==> config.mk <==
export PLATFORM = sky130hd
export DESIGN_NAME = serv_timer_flat
export DESIGN_NICKNAME = d
export VERILOG_FILES = /design/src/rtl/serv_timer_if.sv /design/src/rtl/serv_timer.sv /design/src/flat_wrapper.sv
export SDC_FILE = /design/constraint.sdc
export NUM_CORES = 1
export LEC_CHECK = 0
export BUFFER_PORTS_ARGS = -buffer_cell sky130_fd_sc_hd__buf_2
export CAP_MARGIN = 20
export CORE_UTILIZATION = 55
export DETAILED_ROUTE_END_ITERATION = 12
export PLACE_DENSITY_LB_ADDON = 0.1
export SLEW_MARGIN = 20
export SYNTH_ARGS = -nofsm -noshare
export SYNTH_HDL_FRONTEND = slang
export SYNTH_SLANG_ARGS = --single-unit
==> constraint.sdc <==
create_clock -name clk -period 2.8 [get_ports clk]
set_clock_uncertainty 0.2 [all_clocks]
set_input_delay 0.14 -clock clk [delete_from_list [all_inputs] [get_ports clk]]
set_output_delay 0.14 -clock clk [all_outputs]
set_load 0.1 [all_outputs]
==> src/rtl/serv_timer_if.sv <==
// Wishbone slave bus for the SERV machine timer.
// Signal names keep the serv_top point of view: i_* are driven by the
// bus master, o_* by the timer.
//   i_wb_adr [3:0]  byte address, only [3:2] decoded
//   i_wb_dat [31:0] write data
//   i_wb_sel [3:0]  write byte enables
//   i_wb_we         1=write 0=read
//   i_wb_cyc        request valid, held until o_wb_ack
//   o_wb_rdt [31:0] read data, valid with o_wb_ack
//   o_wb_ack        single-cycle acknowledge
interface serv_timer_if;
  logic [3:0]  i_wb_adr;
  logic [31:0] i_wb_dat;
  logic [3:0]  i_wb_sel;
  logic        i_wb_we;
  logic        i_wb_cyc;
  logic [31:0] o_wb_rdt;
  logic        o_wb_ack;

  modport master (
    output i_wb_adr, i_wb_dat, i_wb_sel, i_wb_we, i_wb_cyc,
    input  o_wb_rdt, o_wb_ack
  );

  modport slave (
    input  i_wb_adr, i_wb_dat, i_wb_sel, i_wb_we, i_wb_cyc,
    output o_wb_rdt, o_wb_ack
  );
endinterface

==> src/rtl/serv_timer.sv <==
// Machine timer for SERV: 64-bit mtime counter advanced by a prescaler,
// 64-bit mtimecmp compare register, level interrupt while mtime >= mtimecmp.
//   clk    clock, rising edge
//   i_rst  synchronous active-high reset
//   wb     Wishbone slave (serv_timer_if.slave)
//            word 0 mtime_lo, 1 mtime_hi, 2 mtimecmp_lo, 3 mtimecmp_hi
//   o_irq  registered timer interrupt request
module serv_timer #(
  parameter int unsigned PRESCALE  = 1,
  parameter logic [63:0] RESET_CMP = 64'hFFFF_FFFF_FFFF_FFFF
) (
  input  logic        clk,
  input  logic        i_rst,
  serv_timer_if.slave wb,
  output logic        o_irq
);

  typedef enum logic {S_IDLE, S_ACK} state_t;

  localparam logic [15:0] PRE_MAX = 16'(PRESCALE - 1);

  state_t      state;
  logic [15:0] pre_cnt;
  logic [63:0] mtime;
  logic [63:0] mtimecmp;
  logic [31:0] hi_shadow;

  logic        tick;
  logic        accept;
  logic        wr_en;
  logic [1:0]  word;
  logic [63:0] mtime_nxt;
  logic [63:0] cmp_nxt;
  logic [31:0] rd_data;

  // Byte address bits [1:0] are intentionally ignored.
  logic        unused_adr;
  assign unused_adr = ^wb.i_wb_adr[1:0];

  function automatic logic [31:0] merge_bytes(input logic [31:0] old_w,
                                              input logic [31:0] new_w,
                                              input logic [3:0]  sel);
    logic [31:0] res;
    res = old_w;
    for (int b = 0; b < 4; b++) begin
      if (sel[b]) res[8*b +: 8] = new_w[8*b +: 8];
    end
    return res;
  endfunction

  assign tick   = (pre_cnt == PRE_MAX);
  assign accept = (state == S_IDLE) && wb.i_wb_cyc;
  assign wr_en  = accept && wb.i_wb_we && (wb.i_wb_sel != 4'b0000);
  assign word   = wb.i_wb_adr[3:2];

  // A write to an mtime half replaces the increment for that edge: the
  // written half takes the new bytes and everything else keeps its
  // pre-increment value, so no carry crosses halves.
  always_comb begin
    mtime_nxt = tick ? mtime + 64'd1 : mtime;
    cmp_nxt   = mtimecmp;
    if (wr_en) begin
      case (word)
        2'd0:    mtime_nxt = {mtime[63:32],
                              merge_bytes(mtime[31:0], wb.i_wb_dat, wb.i_wb_sel)};
        2'd1:    mtime_nxt = {merge_bytes(mtime[63:32], wb.i_wb_dat, wb.i_wb_sel),
                              mtime[31:0]};
        2'd2:    cmp_nxt[31:0]  = merge_bytes(mtimecmp[31:0], wb.i_wb_dat, wb.i_wb_sel);
        default: cmp_nxt[63:32] = merge_bytes(mtimecmp[63:32], wb.i_wb_dat, wb.i_wb_sel);
      endcase
    end
  end

  // mtime_hi reads the shadow captured by the last mtime_lo read so a
  // lo-then-hi pair sees one consistent 64-bit value.
  always_comb begin
    case (word)
      2'd0:    rd_data = mtime[31:0];
      2'd1:    rd_data = hi_shadow;
      2'd2:    rd_data = mtimecmp[31:0];
      default: rd_data = mtimecmp[63:32];
    endcase
  end

  always_ff @(posedge clk) begin
    if (i_rst) begin
      state        <= S_IDLE;
      pre_cnt      <= 16'd0;
      mtime        <= 64'd0;
      mtimecmp     <= RESET_CMP;
      hi_shadow    <= 32'd0;
      wb.o_wb_ack  <= 1'b0;
      wb.o_wb_rdt  <= 32'd0;
      o_irq        <= 1'b0;
    end else begin
      pre_cnt  <= tick ? 16'd0 : pre_cnt + 16'd1;
      mtime    <= mtime_nxt;
      mtimecmp <= cmp_nxt;
      // Compare uses current register values, so o_irq trails them by one cycle.
      o_irq    <= (mtime >= mtimecmp);

      case (state)
        S_IDLE: begin
          wb.o_wb_ack <= 1'b0;
          wb.o_wb_rdt <= 32'd0;
          if (wb.i_wb_cyc) begin
            state       <= S_ACK;
            wb.o_wb_ack <= 1'b1;
            wb.o_wb_rdt <= wb.i_wb_we ? 32'd0 : rd_data;
            if (!wb.i_wb_we && (word == 2'd0)) hi_shadow <= mtime[63:32];
          end
        end
        default: begin
          // Always return to idle so ack is never high two cycles in a row.
          state       <= S_IDLE;
          wb.o_wb_ack <= 1'b0;
          wb.o_wb_rdt <= 32'd0;
        end
      endcase
    end
  end

endmodule

==> src/flat_wrapper.sv <==
// flat-port wrapper written by rule: the top's interface ports become plain ports
module serv_timer_flat 
#(
  parameter int unsigned PRESCALE  = 1,
  parameter logic [63:0] RESET_CMP = 64'hFFFF_FFFF_FFFF_FFFF
)
  (clk, i_rst, o_irq, wb_i_wb_adr, wb_i_wb_dat, wb_i_wb_sel, wb_i_wb_we, wb_i_wb_cyc, wb_o_wb_rdt, wb_o_wb_ack);
  serv_timer_if wb_i ();
  input  logic clk;
  input  logic i_rst;
  output logic o_irq;
  input wire logic [$bits(wb_i.i_wb_adr)-1:0] wb_i_wb_adr;
  input wire logic [$bits(wb_i.i_wb_dat)-1:0] wb_i_wb_dat;
  input wire logic [$bits(wb_i.i_wb_sel)-1:0] wb_i_wb_sel;
  input wire logic [$bits(wb_i.i_wb_we)-1:0] wb_i_wb_we;
  input wire logic [$bits(wb_i.i_wb_cyc)-1:0] wb_i_wb_cyc;
  output wire logic [$bits(wb_i.o_wb_rdt)-1:0] wb_o_wb_rdt;
  output wire logic [$bits(wb_i.o_wb_ack)-1:0] wb_o_wb_ack;
  assign wb_i.i_wb_adr = wb_i_wb_adr;
  assign wb_i.i_wb_dat = wb_i_wb_dat;
  assign wb_i.i_wb_sel = wb_i_wb_sel;
  assign wb_i.i_wb_we = wb_i_wb_we;
  assign wb_i.i_wb_cyc = wb_i_wb_cyc;
  assign wb_o_wb_rdt = wb_i.o_wb_rdt;
  assign wb_o_wb_ack = wb_i.o_wb_ack;
  serv_timer #(.PRESCALE(PRESCALE), .RESET_CMP(RESET_CMP)) u_core (.clk(clk), .i_rst(i_rst), .wb(wb_i), .o_irq(o_irq));
endmodule
---- Yosys cells after proc, flatten, opt, wreduce, memory -nomap -nowiden ----
Index checks and enable logic that the tools add are counted.
word-level totals
  bits in registers ....................... 210
  bits of input ports ..................... 44
operators by class
  $add $sub $neg .......................... 2
  order comparisons ....................... 1
  eq/ne operators ......................... 12
  mux-type cells .......................... 9
  bitwise operators ....................... 3
  reduce and logical (&&, ||, !) cells .... 29
operators by type and width
  operator                 count
  $mux W64                 2
  $pmux W64 S2             1
  $pmux W32 S3             1
  $add A64 B1 Y64 const B  1
  $ge A64 B64 Y1           1
  $mux W8                  4
  $reduce_and A3 Y1        9
  $ne A3 B3 Y1 const B     8
  $add A16 B1 Y16 const B  1
  $logic_not A16 Y1        1
  $reduce_and A2 Y1        8
  $logic_and A1 B1 Y1      4
  $ne A2 B2 Y1 const B     2
  $reduce_bool A4 Y1       1
  $reduce_or A2 Y1         2
  $reduce_or A4 Y1         1
  $not A1 Y1               3
  $reduce_or A3 Y1         1
  $eq A2 B1 Y1 const B     1
  $eq A2 B2 Y1 const B     1
  $logic_not A2 Y1         1
  $logic_not A1 Y1         1
  $mux W1                  1

---- Logic depth before layout (Yosys ltp) ----
  depth after elaboration ................. 6
  mapped depth ............................ 10
  gate-level depth less buffers ........... 8

---- Worst setup path after synthesis ----
Ideal clock, no wire load.
  kind .................................... reg2reg
  start point ............................. register u_core.state
  end point ............................... register u_core.mtime[26]
  setup time .............................. 70 ps
  arrival ................................. 2491 ps
  required time ........................... 2530 ps
  slack ................................... 39 ps
  stages on the path, launching flop included .. 9
  path buffers ............................ 4
  period minus slack after synthesis ...... 2761 ps
  cells stage by stage .................... dfxtp_1 nor4bb_1 clkbuf_1 nand2_1 clkbuf_1 clkbuf_1 buf_1 o21ai_1 a21oi_1
between the ends
  cells in the longest elaborated chain, start to end .. 6
ends and longest elaborated chain
  what                                                    RTL line           RTL
  start: declaration                                      serv_timer.sv:22   state_t state;
  start signal: assignment                                serv_timer.sv:87   state <= S_IDLE;
  start signal: assignment                                serv_timer.sv:107  state <= S_ACK;
  start signal: assignment                                serv_timer.sv:115  state <= S_IDLE;
  $not A1 Y1 (no line) (*)                                -
  $logic_and A1 B1 Y1 (*)                                 serv_timer.sv:52   assign accept = (state == S_IDLE) && wb.i_wb_cyc;
  $logic_and A1 B1 Y1 (*) (2 in a row)                    serv_timer.sv:53   assign wr_en = accept && wb.i_wb_we && (wb.i_wb_sel != 4'b0000);
  $ne A3 B3 Y1 (no line) or $ne A2 B2 Y1 (tied branches)  -
  $reduce_and A2 Y1 (no line)                             -
  end signal: assignment                                  serv_timer.sv:97   mtime <= mtime_nxt;
  end: declaration                                        serv_timer.sv:24   logic [63:0] mtime;
Mark *: on every way between the ends. The rest lies on a longest branch, timed or not.
A chain may end at the register's enable or synchronous reset.

---- Worst setup path in the final report ----
  start point ............................. register u_core.mtimecmp[37]
  end point ............................... register u_core.o_irq
between the ends
  cells in the longest elaborated chain, start to end .. 1
ends and longest elaborated chain
  what                      RTL line           RTL
  start: declaration        serv_timer.sv:25   logic [63:0] mtimecmp;
  start signal: assignment  serv_timer.sv:98   mtimecmp <= cmp_nxt;
  $ge A64 B64 Y1            serv_timer.sv:100  o_irq <= (mtime >= mtimecmp);
  end signal: assignment    serv_timer.sv:100
  end: declaration          serv_timer.sv:15   output logic o_irq
Every way passes these cells.

==> impl_metrics.yaml <==
grt:
  antenna_found_initial: 0
  grt_max_degree: 61
  grt_overflow: 0
  grt_pass1_wl_mm: 58.65
  grt_pass1_vias: 10850
  gr-usage-all-layers_pct: 34.34
critical_path:
  path_cells: "inv_1 > ha_1 > nand4_1 > nor4_2 > buf_4 > nand4_1 > o32ai_1 > buf_4 > nor4b_1 > a2111oi_1"
  path_buf_inv: 3
  path_max_fanout: 3
  crit_required_ps: 3000
  worst_ep_arrival_time_ps: 3000
  cp-end-kind: "flop"
  slowest_stage: "dfxtp_1"
  cp-start-kind: "flop"
  slowest_delay_ps: 350
  cp-startpoint: "u_core.mtimecmp[37]$_SDFFE_PP1P_"
  critPathTopFamily: "simple AND/OR/NAND/NOR gates"
  timing.rr.start: "u_core.mtimecmp[37]$_SDFFE_PP1P_"
  crit_type: "reg2reg"
route:
  drt_pass1_iterations: 7
  drt_iter0_markers: 1036
  dr_total_vias: 11260
  avgRoutedWirePerCell_um: 20.73
  drc_errors: 0
  drt_wl_total_mm: 37.32
  routed_via_density: 6.258
  ant_nets: 0
place:
  place_hpwl_mm: 26.35
  placed_cell_area_um2: 12860
  port_buffers: 75
  dp_worst_setup_slack_ps: 73.71
  place_congestion: 0.9292
sta:
  worst_pin_slew_ps: 689.3
  rsz0062_at_grt: "true"
  period_share_pct: 100.0
  holdWs_ps: 44.39
  max_slew_margin_pct: 54.05
  setup_slack_ps: -1.113
  drv_slew: 0
  hold_violations: 0
  max_freq_ghz: 0.3570
  finalCriticalPeriod_ps: 2801
  setup_viol: 1
yosys:
  netlist_instances: 1351
  synth_edf_count: 0
  synthAdderAreaFrac_pct: 7.188
  yosysUniqueCellTypes: 69
  synth.area.top_cells: "dfxtp_1 36%, ha_1 7.2%, mux4_2 6.2%"
  async_reset_ff_share_pct: 0
  synth-simple-area-share_pct: 25.39
  synth_ff_type: "dfxtp_1"
  postSynthAreaPerCell_um2: 8.632
  yosysWarnings: 0
  synth_top_family_by_area: "simple AND/OR/NAND/NOR gates"
  synth-compound-area-share_pct: 17.55
  syn-num-nets: 1462
  synth_area_um2: 11660
  synthDominantAreaCellType: "dfxtp_1"
  synthMuxAreaShare_pct: 6.963
  synth-seq-cells: 210
  synthXorXnorAreaFrac_pct: 1.802
  synth_top_area_share_pct: 36.05
  synth-seq-area-share_pct: 36.05
status:
  violations: "setup timing"
  status: "finished with violations"
clocking:
  cts_htree_levels: 1
  cts_root_buf: "clkbuf_16"
  cts_tree: "done"
  clk_latency_ps: 530
  clk_pin_slew_worst_paths_ps: 70
  clockBufferDepth: 3
  numCtsBuffers: 24
  clock_sinks: 210
floorplanning:
  io_pins: 78
  row_count: 52
  die_w_um: 147.6
  start_util_pct: 56.90
  die-area_um2: 21790
  core_um2: 20490
  die_h_um: 147.6
cells_and_area:
  nets: 1623
  n_fill_cell: 1688
  multiInputGateArea_um2: 6944
  seqCellArea_um2: 4204
  areaGrowthSynthToFinish_pct: 21.36
  design_area_um2: 14150
  layout-drive-gt1-share_pct: 18.04
  diodes: 0
worst_hold_path:
  min-delay-start: "wb_i_wb_sel[3]"
  hp-class: "in2reg"
power_and_ir_drop:
  ir_drop_mv: 0.4612
  power_density_nw_per_um2: 511.7
  p_leak_uw: 0.006204
run:
  maxCapViolations: 0
==> cell families after synthesis <==
kind of cell               after synthesis
buffers and inverters                  155
muxes                                   41
AOI/OAI and AO/OA                      294
DFF                                    210
xor gates and xnor gates                24
and+or+nand+nor                        560
adders and majority gates               67
==> Yosys cell counts (20+ instances only) <==
cell and instances:
dfxtp_1 210, nand2_1 146, nor2_1 110, a21oi_1 84
inv_1 79, ha_1 67, and3_1 66, a211o_1 65
clkbuf_1 63, nand4_1 39, nor2b_1 38, nand3_1 33
mux4_2 32, nor4_1 29, a211oi_1 20, nor3_1 20
==> where the power goes <==
group,internal [uW],switching [uW]
Clock,2080,1300
Sequential,3050,52.1
Combinational,285,474
Total,5420,1820
==> placed cells by master (no fill, tap or decap), types with 32 or more instances in the layout <==
cell           instances
dfxtp_1              210
nand2_1              144
nor2_1               110
buf_4                100
a21oi_1               84
inv_1                 79
buf_2                 74
ha_1                  67
and3_1                65
a211o_1               65
nand4_1               39
nor2b_1               38
dlygate4sd3_1         35
nand3_1               32
mux4_2                32
==> timing repair <==
action / 4_1_cts / 5_1_grt
hold buffers: 35 / 0
resized for setup: 0 / 12
buffers inserted: 0 / 4
hold endpoints to repair: 136 / 0
setup endpoints to repair: 0 / 13
==> tightest hold or removal path: stages <==
cell      delay, ps
buf_2           110
or4_1           170
a31oi_1         110
o311ai_1        210
==> routing by layer <==
layer	wire [um]	GRT usage, %	up-vias
met2	17260	55.99	490
met4	1241	11.70	0
li1	-	-	5299
met3	2747	5.278	94
met1	16070	46.38	5381
met5	0	0	-
==> sequential cells by signal, summed over array words and instances (netlist names) <==
| signal | cells |
|---|---|
| u_core.wb.o_wb_rdt | 32 |
| u_core.state | 1 |
| u_core.mtimecmp | 64 |
| u_core.hi_shadow | 32 |
| u_core.mtime | 64 |
| u_core.pre_cnt | 16 |
| u_core.o_irq | 1 |
==> through the flow <==
step                      cells  TNS (ps)  power, uW  utilization [%]
final                      1800    -1.113       7242            69.06
after CTS                  1796         0       7252            68.68
after global routing       1800    -181.8       7445            69.06
after floorplan            1351         0       3604                -
after global placement     1717         0       3856            62.77
after detailed placement   1717         0       3866            62.77
==> cell type report <==
cell class                 instances  area share (%)
clock inverter                    10          0.9194
timing repair buffer             211           10.68
sequential                       210           29.70
clock buffer                      34           5.154
tap                              270           2.387
multi-input combinational        986           49.06
inverter                          79           2.095
==> final timing paths <==
| check | to | slack (ps) | cells after the start |
|---|---|---|---|
| max reg2reg | u_core.o_irq$_SDFF_PP0_ | -1 | 10 |
| max | u_core.o_irq$_SDFF_PP0_ | -1 | 10 |
| min | u_core.mtime[50]$_SDFFE_PP0P_ | 40 | 4 |
| min reg2reg | u_core.hi_shadow[5]$_SDFFE_PP0P_ | 250 | 2 |
Note: power is estimated with default switching activity, not from simulation.
